### config.mk
export PLATFORM = sky130hd
export DESIGN_NAME = alu_mc_flat
export DESIGN_NICKNAME = d
export VERILOG_FILES = /design/src/rtl/alu_mc_if.sv /design/src/rtl/alu_mc.sv /design/src/flat_wrapper.sv
export SDC_FILE = /design/constraint.sdc
export NUM_CORES = 1
export LEC_CHECK = 0
export ABC_AREA = 1
export CAP_MARGIN = 20
export CORE_ASPECT_RATIO = 1.4
export CORE_MARGIN = 4
export CORE_UTILIZATION = 50
export DETAILED_ROUTE_END_ITERATION = 10
export MAX_ROUTING_LAYER = met4
export PLACE_DENSITY = 0.74
export REMOVE_ABC_BUFFERS = 1
export SYNTH_ARGS = -nofsm -noshare
export SYNTH_HDL_FRONTEND = slang
export SYNTH_SLANG_ARGS = --single-unit
### constraint.sdc
create_clock -name Clk -period 2 [get_ports Clk]
set_input_delay 0.4 -clock Clk [delete_from_list [all_inputs] [get_ports Clk]]
set_output_delay 0.4 -clock Clk [all_outputs]
set_load 0.1 [all_outputs]
### src/rtl/alu_mc_if.sv
// alu_mc handshake and operand/result bundle.
// The control unit holds the master side; the ALU holds the slave side.
interface alu_mc_if #(
   parameter int W = 8
);
   logic         START;
   logic [3:0]   OP;
   logic [W-1:0] INPUTA;
   logic [W-1:0] INPUTB;
   logic         SC_IN;
   logic         BUSY;
   logic         DONE;
   logic [W-1:0] OUT;
   logic         SC_OUT;
   logic         BR_FLAG;
   logic         ZERO;

   modport master (
      output START, OP, INPUTA, INPUTB, SC_IN,
      input  BUSY, DONE, OUT, SC_OUT, BR_FLAG, ZERO
   );

   modport slave (
      input  START, OP, INPUTA, INPUTB, SC_IN,
      output BUSY, DONE, OUT, SC_OUT, BR_FLAG, ZERO
   );
endinterface

### src/rtl/alu_mc.sv
// Multi-cycle ALU: single-cycle arithmetic/logic/branch ops,
// bit-serial shifts and a shift-add multiply behind START/BUSY/DONE.
module alu_mc #(
   parameter int W   = 8,
   parameter int SAW = $clog2(W)
) (
   input logic     Clk,
   input logic     Reset,
   alu_mc_if.slave bus
);
   localparam int CW = $clog2(W) + 1;

   localparam logic [3:0] OP_ADD = 4'h0;
   localparam logic [3:0] OP_SUB = 4'h1;
   localparam logic [3:0] OP_XOR = 4'h2;
   localparam logic [3:0] OP_NOT = 4'h3;
   localparam logic [3:0] OP_SRA = 4'h4;
   localparam logic [3:0] OP_SRL = 4'h5;
   localparam logic [3:0] OP_SLL = 4'h6;
   localparam logic [3:0] OP_SLO = 4'h7;
   localparam logic [3:0] OP_BL  = 4'h8;
   localparam logic [3:0] OP_BR  = 4'h9;
   localparam logic [3:0] OP_BMH = 4'hA;
   localparam logic [3:0] OP_MUL = 4'hB;

   typedef enum logic {IDLE, EXEC} state_e;

   state_e         state_q, state_d;
   logic [CW-1:0]  cnt_q, cnt_d;
   logic [3:0]     op_q, op_d;
   logic [W-1:0]   sh_q, sh_d;
   logic [2*W-1:0] mcd_q, mcd_d;
   logic [2*W-1:0] acc_q, acc_d;
   logic           sc_in_q, sc_in_d;
   logic           busy_q, busy_d;
   logic           done_q, done_d;
   logic [W-1:0]   out_q, out_d;
   logic           sc_q, sc_d;
   logic           br_q, br_d;
   logic           zero_q, zero_d;

   logic           fin;
   logic [W-1:0]   res;
   logic           res_sc;
   logic           res_br;
   logic [W-1:0]   a;
   logic [W-1:0]   b;
   logic [SAW-1:0] amt;
   logic [W-1:0]   step_sh;
   logic           step_bit;
   logic [2*W-1:0] acc_nx;

   assign a   = bus.INPUTA;
   assign b   = bus.INPUTB;
   assign amt = a[SAW-1:0];

   always_comb begin
      state_d  = state_q;
      cnt_d    = cnt_q;
      op_d     = op_q;
      sh_d     = sh_q;
      mcd_d    = mcd_q;
      acc_d    = acc_q;
      sc_in_d  = sc_in_q;
      busy_d   = busy_q;
      done_d   = 1'b0;
      out_d    = out_q;
      sc_d     = sc_q;
      br_d     = br_q;
      zero_d   = zero_q;
      fin      = 1'b0;
      res      = '0;
      res_sc   = 1'b0;
      res_br   = 1'b0;
      step_sh  = sh_q;
      step_bit = 1'b0;
      acc_nx   = acc_q;
      if (state_q == IDLE) begin
         if (bus.START) begin
            fin     = 1'b1;
            op_d    = bus.OP;
            sh_d    = b;
            sc_in_d = bus.SC_IN;
            case (bus.OP)
               OP_ADD: {res_sc, res} = {1'b0, a} + {1'b0, b};
               OP_SUB: begin
                  res    = a - b;
                  res_sc = (a < b);
               end
               OP_XOR: res = a ^ b;
               OP_NOT: res = ~b;
               OP_SRA, OP_SRL, OP_SLL, OP_SLO: begin
                  if (amt != '0) begin
                     fin     = 1'b0;
                     cnt_d   = CW'(amt);
                     state_d = EXEC;
                     busy_d  = 1'b1;
                  end else begin
                     res = b;
                  end
               end
               OP_BL:  res_br = (a < b);
               OP_BR:  res_br = 1'b1;
               OP_BMH: res_br = (a[W-1:W/2] == b[W-1:W/2]);
               OP_MUL: begin
                  fin     = 1'b0;
                  cnt_d   = CW'(W);
                  state_d = EXEC;
                  busy_d  = 1'b1;
                  sh_d    = a;
                  mcd_d   = {{W{1'b0}}, b};
                  acc_d   = '0;
               end
               default: ;
            endcase
         end
      end else begin
         // sh_q is the shift source, or the multiplier for MUL
         case (op_q)
            OP_SRA: begin
               step_sh  = {sh_q[W-1], sh_q[W-1:1]};
               step_bit = sh_q[0];
            end
            OP_SRL: begin
               step_sh  = {1'b0, sh_q[W-1:1]};
               step_bit = sh_q[0];
            end
            OP_SLL: begin
               step_sh  = {sh_q[W-2:0], 1'b0};
               step_bit = sh_q[W-1];
            end
            OP_SLO: begin
               step_sh  = {sh_q[W-2:0], sc_in_q};
               step_bit = sh_q[W-1];
            end
            default: begin
               acc_nx  = sh_q[0] ? acc_q + mcd_q : acc_q;
               step_sh = {1'b0, sh_q[W-1:1]};
            end
         endcase
         sh_d  = step_sh;
         acc_d = acc_nx;
         mcd_d = mcd_q << 1;
         cnt_d = cnt_q - 1'b1;
         if (cnt_q == CW'(1)) begin
            fin     = 1'b1;
            state_d = IDLE;
            busy_d  = 1'b0;
            if (op_q == OP_MUL) begin
               res    = acc_nx[W-1:0];
               res_sc = |acc_nx[2*W-1:W];
            end else begin
               res    = step_sh;
               res_sc = step_bit;
            end
         end
      end
      if (fin) begin
         done_d = 1'b1;
         out_d  = res;
         sc_d   = res_sc;
         br_d   = res_br;
         zero_d = (res == '0);
      end
   end

   always_ff @(posedge Clk) begin
      if (Reset) begin
         state_q <= IDLE;
         cnt_q   <= '0;
         op_q    <= '0;
         sh_q    <= '0;
         mcd_q   <= '0;
         acc_q   <= '0;
         sc_in_q <= 1'b0;
         busy_q  <= 1'b0;
         done_q  <= 1'b0;
         out_q   <= '0;
         sc_q    <= 1'b0;
         br_q    <= 1'b0;
         zero_q  <= 1'b0;
      end else begin
         state_q <= state_d;
         cnt_q   <= cnt_d;
         op_q    <= op_d;
         sh_q    <= sh_d;
         mcd_q   <= mcd_d;
         acc_q   <= acc_d;
         sc_in_q <= sc_in_d;
         busy_q  <= busy_d;
         done_q  <= done_d;
         out_q   <= out_d;
         sc_q    <= sc_d;
         br_q    <= br_d;
         zero_q  <= zero_d;
      end
   end

   assign bus.BUSY    = busy_q;
   assign bus.DONE    = done_q;
   assign bus.OUT     = out_q;
   assign bus.SC_OUT  = sc_q;
   assign bus.BR_FLAG = br_q;
   assign bus.ZERO    = zero_q;
endmodule

### src/flat_wrapper.sv
// flat-port wrapper written by rule: the top's interface ports become plain ports
module alu_mc_flat 
#(
   parameter int W   = 8,
   parameter int SAW = $clog2(W)
)
  (Clk, Reset, bus_START, bus_OP, bus_INPUTA, bus_INPUTB, bus_SC_IN, bus_BUSY, bus_DONE, bus_OUT, bus_SC_OUT, bus_BR_FLAG, bus_ZERO);
  alu_mc_if #(.W(W)) bus_i ();
  input logic Clk;
  input logic Reset;
  input wire logic [$bits(bus_i.START)-1:0] bus_START;
  input wire logic [$bits(bus_i.OP)-1:0] bus_OP;
  input wire logic [$bits(bus_i.INPUTA)-1:0] bus_INPUTA;
  input wire logic [$bits(bus_i.INPUTB)-1:0] bus_INPUTB;
  input wire logic [$bits(bus_i.SC_IN)-1:0] bus_SC_IN;
  output wire logic [$bits(bus_i.BUSY)-1:0] bus_BUSY;
  output wire logic [$bits(bus_i.DONE)-1:0] bus_DONE;
  output wire logic [$bits(bus_i.OUT)-1:0] bus_OUT;
  output wire logic [$bits(bus_i.SC_OUT)-1:0] bus_SC_OUT;
  output wire logic [$bits(bus_i.BR_FLAG)-1:0] bus_BR_FLAG;
  output wire logic [$bits(bus_i.ZERO)-1:0] bus_ZERO;
  assign bus_i.START = bus_START;
  assign bus_i.OP = bus_OP;
  assign bus_i.INPUTA = bus_INPUTA;
  assign bus_i.INPUTB = bus_INPUTB;
  assign bus_i.SC_IN = bus_SC_IN;
  assign bus_BUSY = bus_i.BUSY;
  assign bus_DONE = bus_i.DONE;
  assign bus_OUT = bus_i.OUT;
  assign bus_SC_OUT = bus_i.SC_OUT;
  assign bus_BR_FLAG = bus_i.BR_FLAG;
  assign bus_ZERO = bus_i.ZERO;
  alu_mc #(.W(W), .SAW(SAW)) u_core (.Clk(Clk), .Reset(Reset), .bus(bus_i));
endmodule
# [Word-level counts from Yosys, hierarchy flattened]
# Cells that the tools add are included.
[word_totals] rom_bits=0 inputBits=24 output_inout_bits=13 regBits=63 wordCells=107 latch_bits=0 ram_bits=0 memories=0
[classes] reduce_logical=17 n_eq_ne=20 bitwise=3 n_mul=0 n_lt_le_gt_ge=1 add_sub_neg=4 n_mux=48 shift=0 div=0
[op_table] operator="$mux W16" count=9
[op_table] operator="$mux W8" count=8
[op_table] operator="$pmux W8 S5" count=1
[op_table] operator="$eq A4 B3 Y1 const B" count=8
[op_table] operator="$pmux W8 S3" count=1
[op_table] operator="$eq A4 B4 Y1 const B" count=5
[op_table] operator="$mux W1" count=19
[op_table] operator="$add A16 B16 Y16" count=1
[op_table] operator="$mux W4" count=3
[op_table] operator="$pmux W1 S2" count=5
[op_table] operator="$add A8 B8 Y9" count=1
[op_table] operator="$eq A4 B1 Y1 const B" count=2
[op_table] operator="$eq A4 B2 Y1 const B" count=2
[op_table] operator="$logic_not A8 Y1" count=1
[op_table] operator="$lt A8 B8 Y1" count=1
[op_table] operator="$not A8 Y8" count=1
[op_table] operator="$pmux W4 S2" count=1
[op_table] operator="$reduce_or A4 Y1" count=2
[op_table] operator="$reduce_or A8 Y1" count=1
[op_table] operator="$sub A8 B8 Y8" count=1
[op_table] operator="$xor A8 B8 Y8" count=1
[op_table] operator="$reduce_and A2 Y1" count=3
[op_table] operator="$reduce_bool A3 Y1" count=2
[op_table] operator="$reduce_or A2 Y1" count=3
[op_table] operator="10 further kinds" count=11

# [Longest topological paths before layout]
[depth] word_depth=8 depth_mapped=17 ltp_nobuf=17

# [Least setup slack after synthesis]
# OpenSTA, ideal clock, no wires.
[synth_timing] kind="flip-flop to flip-flop" startpoint="reg u_core.acc_q[0]" endpoint="reg u_core.sc_q (netlist: u_core.bus.SC_OUT)" path_stages_with_launch=16 required_ns=1.878 setup_slack_ns=0.005 path_buffers=0 t_arrival_ns=1.873 setup_time_ns=0.122 period_less_slack_ns=1.995 path_cell_list="dfxtp_1 ha_1 inv_1 fa_1 inv_1 nand3_1 nand3_1 nand2_1 nand3_1 nand3_1 a21oi_1 nand2_1 nor2_1 nand2_1 nand2_1 a21oi_1"
[synth_via] elab_chain_len=8
[synth_rtl] item="start, declared" line_no="alu_mc.sv:33" source="logic [2*W-1:0] acc_q, acc_d;"
[synth_rtl] item="start signal, assigned" line_no="alu_mc.sv:174" source="acc_q <= '0;"
[synth_rtl] item="start signal, assigned" line_no="alu_mc.sv:188" source="acc_q <= acc_d;"
[synth_rtl] item="$add A16 B16 Y16" line_no="alu_mc.sv:137" source="acc_nx = sh_q[0] ? acc_q + mcd_q : acc_q;"
[synth_rtl] item="$mux W16" line_no="alu_mc.sv:137"
[synth_rtl] item="$mux W16" line_no="alu_mc.sv:119" source="case (op_q)"
[synth_rtl] item="$mux W16" line_no="alu_mc.sv:78" source="if (state_q == IDLE) begin"
[synth_rtl] item="$reduce_or A8 Y1" line_no="alu_mc.sv:151" source="res_sc = |acc_nx[2*W-1:W];"
[synth_rtl] item="$mux W1" line_no="alu_mc.sv:149" source="if (op_q == OP_MUL) begin"
[synth_rtl] item="$mux W1" line_no="alu_mc.sv:145" source="if (cnt_q == CW'(1)) begin"
[synth_rtl] item="$mux W1" line_no="alu_mc.sv:78"
[synth_rtl] item="end signal, assigned" line_no="alu_mc.sv:179" source="sc_q <= 1'b0;"
[synth_rtl] item="end signal, assigned" line_no="alu_mc.sv:193" source="sc_q <= sc_d;"
[synth_rtl] item="end, declared" line_no="alu_mc.sv:38" source="logic sc_q, sc_d;"
# Every way passes these cells. The select of a mux whose other input is x is not followed.
# A chain may end at the register's enable or synchronous reset.

# [Final worst setup path]
[layout_timing] startpoint="reg u_core.mcd_q[4]" endpoint="reg u_core.sc_q (netlist: u_core.bus.SC_OUT)"
[layout_via] elab_chain_len=8
[layout_rtl] item="start, declared" line_no="alu_mc.sv:32" source="logic [2*W-1:0] mcd_q, mcd_d;"
[layout_rtl] item="start signal, assigned" line_no="alu_mc.sv:187" source="mcd_q <= mcd_d;"
[layout_rtl] item="$add A16 B16 Y16" line_no="alu_mc.sv:137"
[layout_rtl] item="$mux W16" line_no="alu_mc.sv:137"
[layout_rtl] item="$mux W16" line_no="alu_mc.sv:119"
[layout_rtl] item="$mux W16" line_no="alu_mc.sv:78"
[layout_rtl] item="$reduce_or A8 Y1" line_no="alu_mc.sv:151"
[layout_rtl] item="$mux W1" line_no="alu_mc.sv:149"
[layout_rtl] item="$mux W1" line_no="alu_mc.sv:145"
[layout_rtl] item="$mux W1" line_no="alu_mc.sv:78"
# Every way passes these cells. The select of a mux whose other input is x is not followed.

==> flow_metrics.env <==
export IMPL_finalPower_w=0.00418
export IMPL_hold_path_class="reg2reg"
export IMPL_cts_hold_buf=0
export IMPL_clock_latency_ns=0.33
export IMPL_critical_path_arrival_ns=2.29
export IMPL_grt_max_degree=25
export IMPL_drv_cap=0
export IMPL_outcome="finished, violations left"
export IMPL_core_area_um2=10000
export IMPL_crit_slowest_cell="ha_1"
export IMPL_power_density_nw_per_um2=564
export IMPL_synth_area_per_cell_um2=6.01
export IMPL_overflow=0
export IMPL_gp_congestion=0.981
export IMPL_p_switching_w=0.00128
export IMPL_required_ns=2.21
export IMPL_swShare=0.306
export IMPL_cp_start_kind="flop"
export IMPL_dr_pass1_iters=5
export IMPL_finalSetupViolCount=3
export IMPL_end_kind="flop"
export IMPL_grt_pass1_wl_mm=28.2
export IMPL_rsz0062_at_grt="true"
export IMPL_fin_util=0.739
export IMPL_slew_violations=0
export IMPL_clk_transition_reported_paths_ns=0.06
export IMPL_p_int_w=0.00290
export IMPL_port_buffers=36
export IMPL_worst_clock_skew_ns=0.00548
export IMPL_route_detailed_drc=0
export IMPL_cts_root_buf="clkbuf_16"
export IMPL_relSlewSlack=0.729
export IMPL_wl_mm=17.8
export IMPL_cts_sinks=63
export IMPL_synth_seq_area_share=0.243
export IMPL_ant_nets=0
export IMPL_syn_area_um2=5180
export IMPL_netlist_instances=862
export IMPL_final_common_cell="nand2_1"
export IMPL_drive_above_1_share=0.293
export IMPL_cts_made_buffers=9
export IMPL_mostFrequentLayoutCells="nand2_1, buf_4, inv_1"
export IMPL_tightest_slew_ns=0.406
export IMPL_io_pin_count=37
export IMPL_pre_cts_ws_ns=-0.682
export IMPL_antenna_found_initial=0
export IMPL_power_frac_seq=0.327
export IMPL_max_clock_freq_ghz=0.480
export IMPL_p_leak_nw=3.65
export IMPL_grtUsageTotal=0.305
export IMPL_cp_common_cell="nand2_1"
export IMPL_num_antenna_cells=0
export IMPL_crit_family="simple AND/OR/NAND/NOR gates"
export IMPL_ir_worst_vdd_v=0.000340
export IMPL_worst_path_largest_cell_delay_ns=0.35
export IMPL_final_fill_count=866
export IMPL_violations="negative setup slack"
export IMPL_yosys_warnings=0
export IMPL_dp_hpwl_mm=13.6
export IMPL_initial_core_util=0.518
export IMPL_fin_crit_ns=2.08
export IMPL_vias_per_cell=5.29
export IMPL_cp_max_fo=5
export IMPL_syn2layout_area_growth_pct=42.8
export IMPL_htree_levels=3
export IMPL_combPwrFrac=0.277
export IMPL_setup_ws_ns=-0.0813
export IMPL_wire_per_inst_um=15.2
export IMPL_final_nets=1089
export IMPL_vias=6180
export IMPL_cp_num_buf_inv=1
export IMPL_fin_crit_sh=1.04
export IMPL_worstSetupPathType="reg2reg"
export IMPL_hold_viol_final=0
export IMPL_clock_power_share=0.396
export IMPL_core_rowCount=43
export IMPL_yosysUniqueCellTypes=42
export IMPL_path_cells="ha_1, nand2_1, buf_4, nor2_1, nand2_2, nand3_2, nand3_2, a21oi_2, nand2_1, nor2_1, nand2_1, nand2_2, a21oi_2"
export IMPL_grt_pass1_vias=6130
export IMPL_max_clock_path_buffers=2
export IMPL_drt_iter0_markers=417
export IMPL_die_w_um=94.0
export IMPL_dieHeight_um=128
export IMPL_cts_tree="done"
export IMPL_yosys_register_bits=63
export IMPL_die_area_um2=12100
==> through the flow <==
stage / std cells / setup TNS, ns / cell area, µm² / hold WS, ns
global placement: 1144 / -11.71 / 6620 / 0.452
finish: 1168 / -0.120 / 7400 / 0.461
CTS: 1165 / -0.0269 / 7190 / 0.466
floorplan: 835 / -0.938 / 5050 / 0.444
global route: 1168 / -0.991 / 7400 / 0.480
detailed placement: 1144 / -12.93 / 6620 / 0.459
==> sequential cells by signal, summed over array words and instances, names as in the netlist, 4 cells and up <==
name / count
u_core.bus.OUT: 8
u_core.cnt_q: 4
u_core.acc_q: 16
u_core.mcd_q: 16
u_core.sh_q: 8
u_core.op_q: 4
==> worst min-delay path, stage by stage (launching register included) <==
cell     delay (ns)
dfxtp_1        0.31
nand2_1        0.06
o21ai_1        0.05
==> layer usage <==
layer  part of all wire  vias to the layer above  GRT usage
met5                  0                        -          -
met4              0.081                        0      0.242
met3              0.034                      105     0.0269
met2               0.53                      217      0.559
met1               0.36                     2749      0.285
li1                   -                     3109          -
==> cells by family after synthesis <==
| group | synth area share |
|---|---|
| DFF | 0.243 |
| and+or+nand+nor | 0.383 |
| adders and majority gates | 0.0937 |
| AOI/OAI and AO/OA | 0.157 |
| buffers and inverters | 0.116 |
| xor gates and xnor gates | 0.00676 |
==> cell usage after synthesis <==
| cell | n | area share |
|---|---|---|
| nand2_1 | 279 | 0.20 |
| inv_1 | 111 | 0.080 |
| nand3_1 | 77 | 0.074 |
| a21oi_1 | 70 | 0.068 |
| dfxtp_1 | 63 | 0.24 |
| nor2_1 | 51 | 0.037 |
| o21ai_0 | 38 | 0.037 |
| ha_1 | 34 | 0.082 |
| or2_2 | 13 | 0.016 |
| clkbuf_1 | 12 | 0.0087 |
| o21ai_1 | 12 | 0.012 |
| inv_2 | 11 | 0.0080 |
| a31oi_1 | 9 | 0.011 |
| buf_2 | 9 | 0.0087 |
| nor3_1 | 8 | 0.0077 |
| o211ai_1 | 8 | 0.012 |
| nand4_1 | 7 | 0.0085 |
| nor2_2 | 5 | 0.0060 |
| nand3b_1 | 4 | 0.0058 |
| and2_1 | 3 | 0.0036 |
| fa_1 | 3 | 0.012 |
| nand2_2 | 3 | 0.0036 |
| nand3_2 | 3 | 0.0058 |
| xor2_1 | 3 | 0.0051 |
| a211oi_1 | 2 | 0.0029 |
| a221o_1 | 2 | 0.0039 |
| buf_1 | 2 | 0.0014 |
| buf_6 | 2 | 0.0043 |
| nand2_4 | 2 | 0.0043 |
| nor2_4 | 2 | 0.0043 |
| o21ai_2 | 2 | 0.0034 |
| o21bai_1 | 2 | 0.0029 |
| a21boi_0 | 1 | 0.0014 |
| buf_4 | 1 | 0.0014 |
| clkbuf_2 | 1 | 0.00097 |
| clkinv_4 | 1 | 0.0017 |
| nor3_4 | 1 | 0.0031 |
| o2111ai_1 | 1 | 0.0017 |
| o21a_1 | 1 | 0.0014 |
| o22ai_1 | 1 | 0.0012 |
| or2_0 | 1 | 0.0012 |
| xnor2_1 | 1 | 0.0017 |
==> cell type report <==
type                            count  area, µm²  area share
Sequential cell                    63       1270       0.172
Multi-Input combinational cell    649       3710       0.502
Timing Repair Buffer              182       1460       0.197
Clock inverter                      6       85.1      0.0115
Tap cell                          135        169      0.0228
Clock buffer                       10        229      0.0309
Inverter                          123        472      0.0637
==> power by group through the flow <==
| stage | Sequential (W) | Combinational [W] | Clock (W) |
|---|---|---|---|
| after global routing | 0.00137 | 0.00127 | 0.00172 |
| after detailed placement | 0.00138 | 0.00106 | 0 |
| after floorplan | 0.00147 | 0.000470 | 0 |
| after CTS | 0.00136 | 0.00111 | 0.00166 |
| after global placement | 0.00138 | 0.00105 | 0 |
| final | 0.00137 | 0.00116 | 0.00165 |
==> what timing repair did <==
| action | in CTS | in global routing |
|---|---|---|
| setup endpoints to repair | 15 | 21 |
| gates cloned | 0 | 0 |
| buffers inserted | 5 | 3 |
| gates resized for setup | 61 | 60 |
| pin swaps | 20 | 21 |
==> final timing paths <==
kind                                                      from                        endpoint  slack [ns]  cells after the start
worst min-delay path            u_core.bus.OUT[7]$_SDFFE_PP0P_  u_core.bus.OUT[7]$_SDFFE_PP0P_        0.46                      2
worst max-delay path              u_core.mcd_q[4]$_SDFFE_PP0P_  u_core.bus.SC_OUT$_SDFFE_PP0P_       -0.08                     13
worst max register to register    u_core.mcd_q[4]$_SDFFE_PP0P_  u_core.bus.SC_OUT$_SDFFE_PP0P_       -0.08                     13
worst min register to register  u_core.bus.OUT[7]$_SDFFE_PP0P_  u_core.bus.OUT[7]$_SDFFE_PP0P_        0.46                      2
No activity file was read; power rests on OpenSTA's default activity.
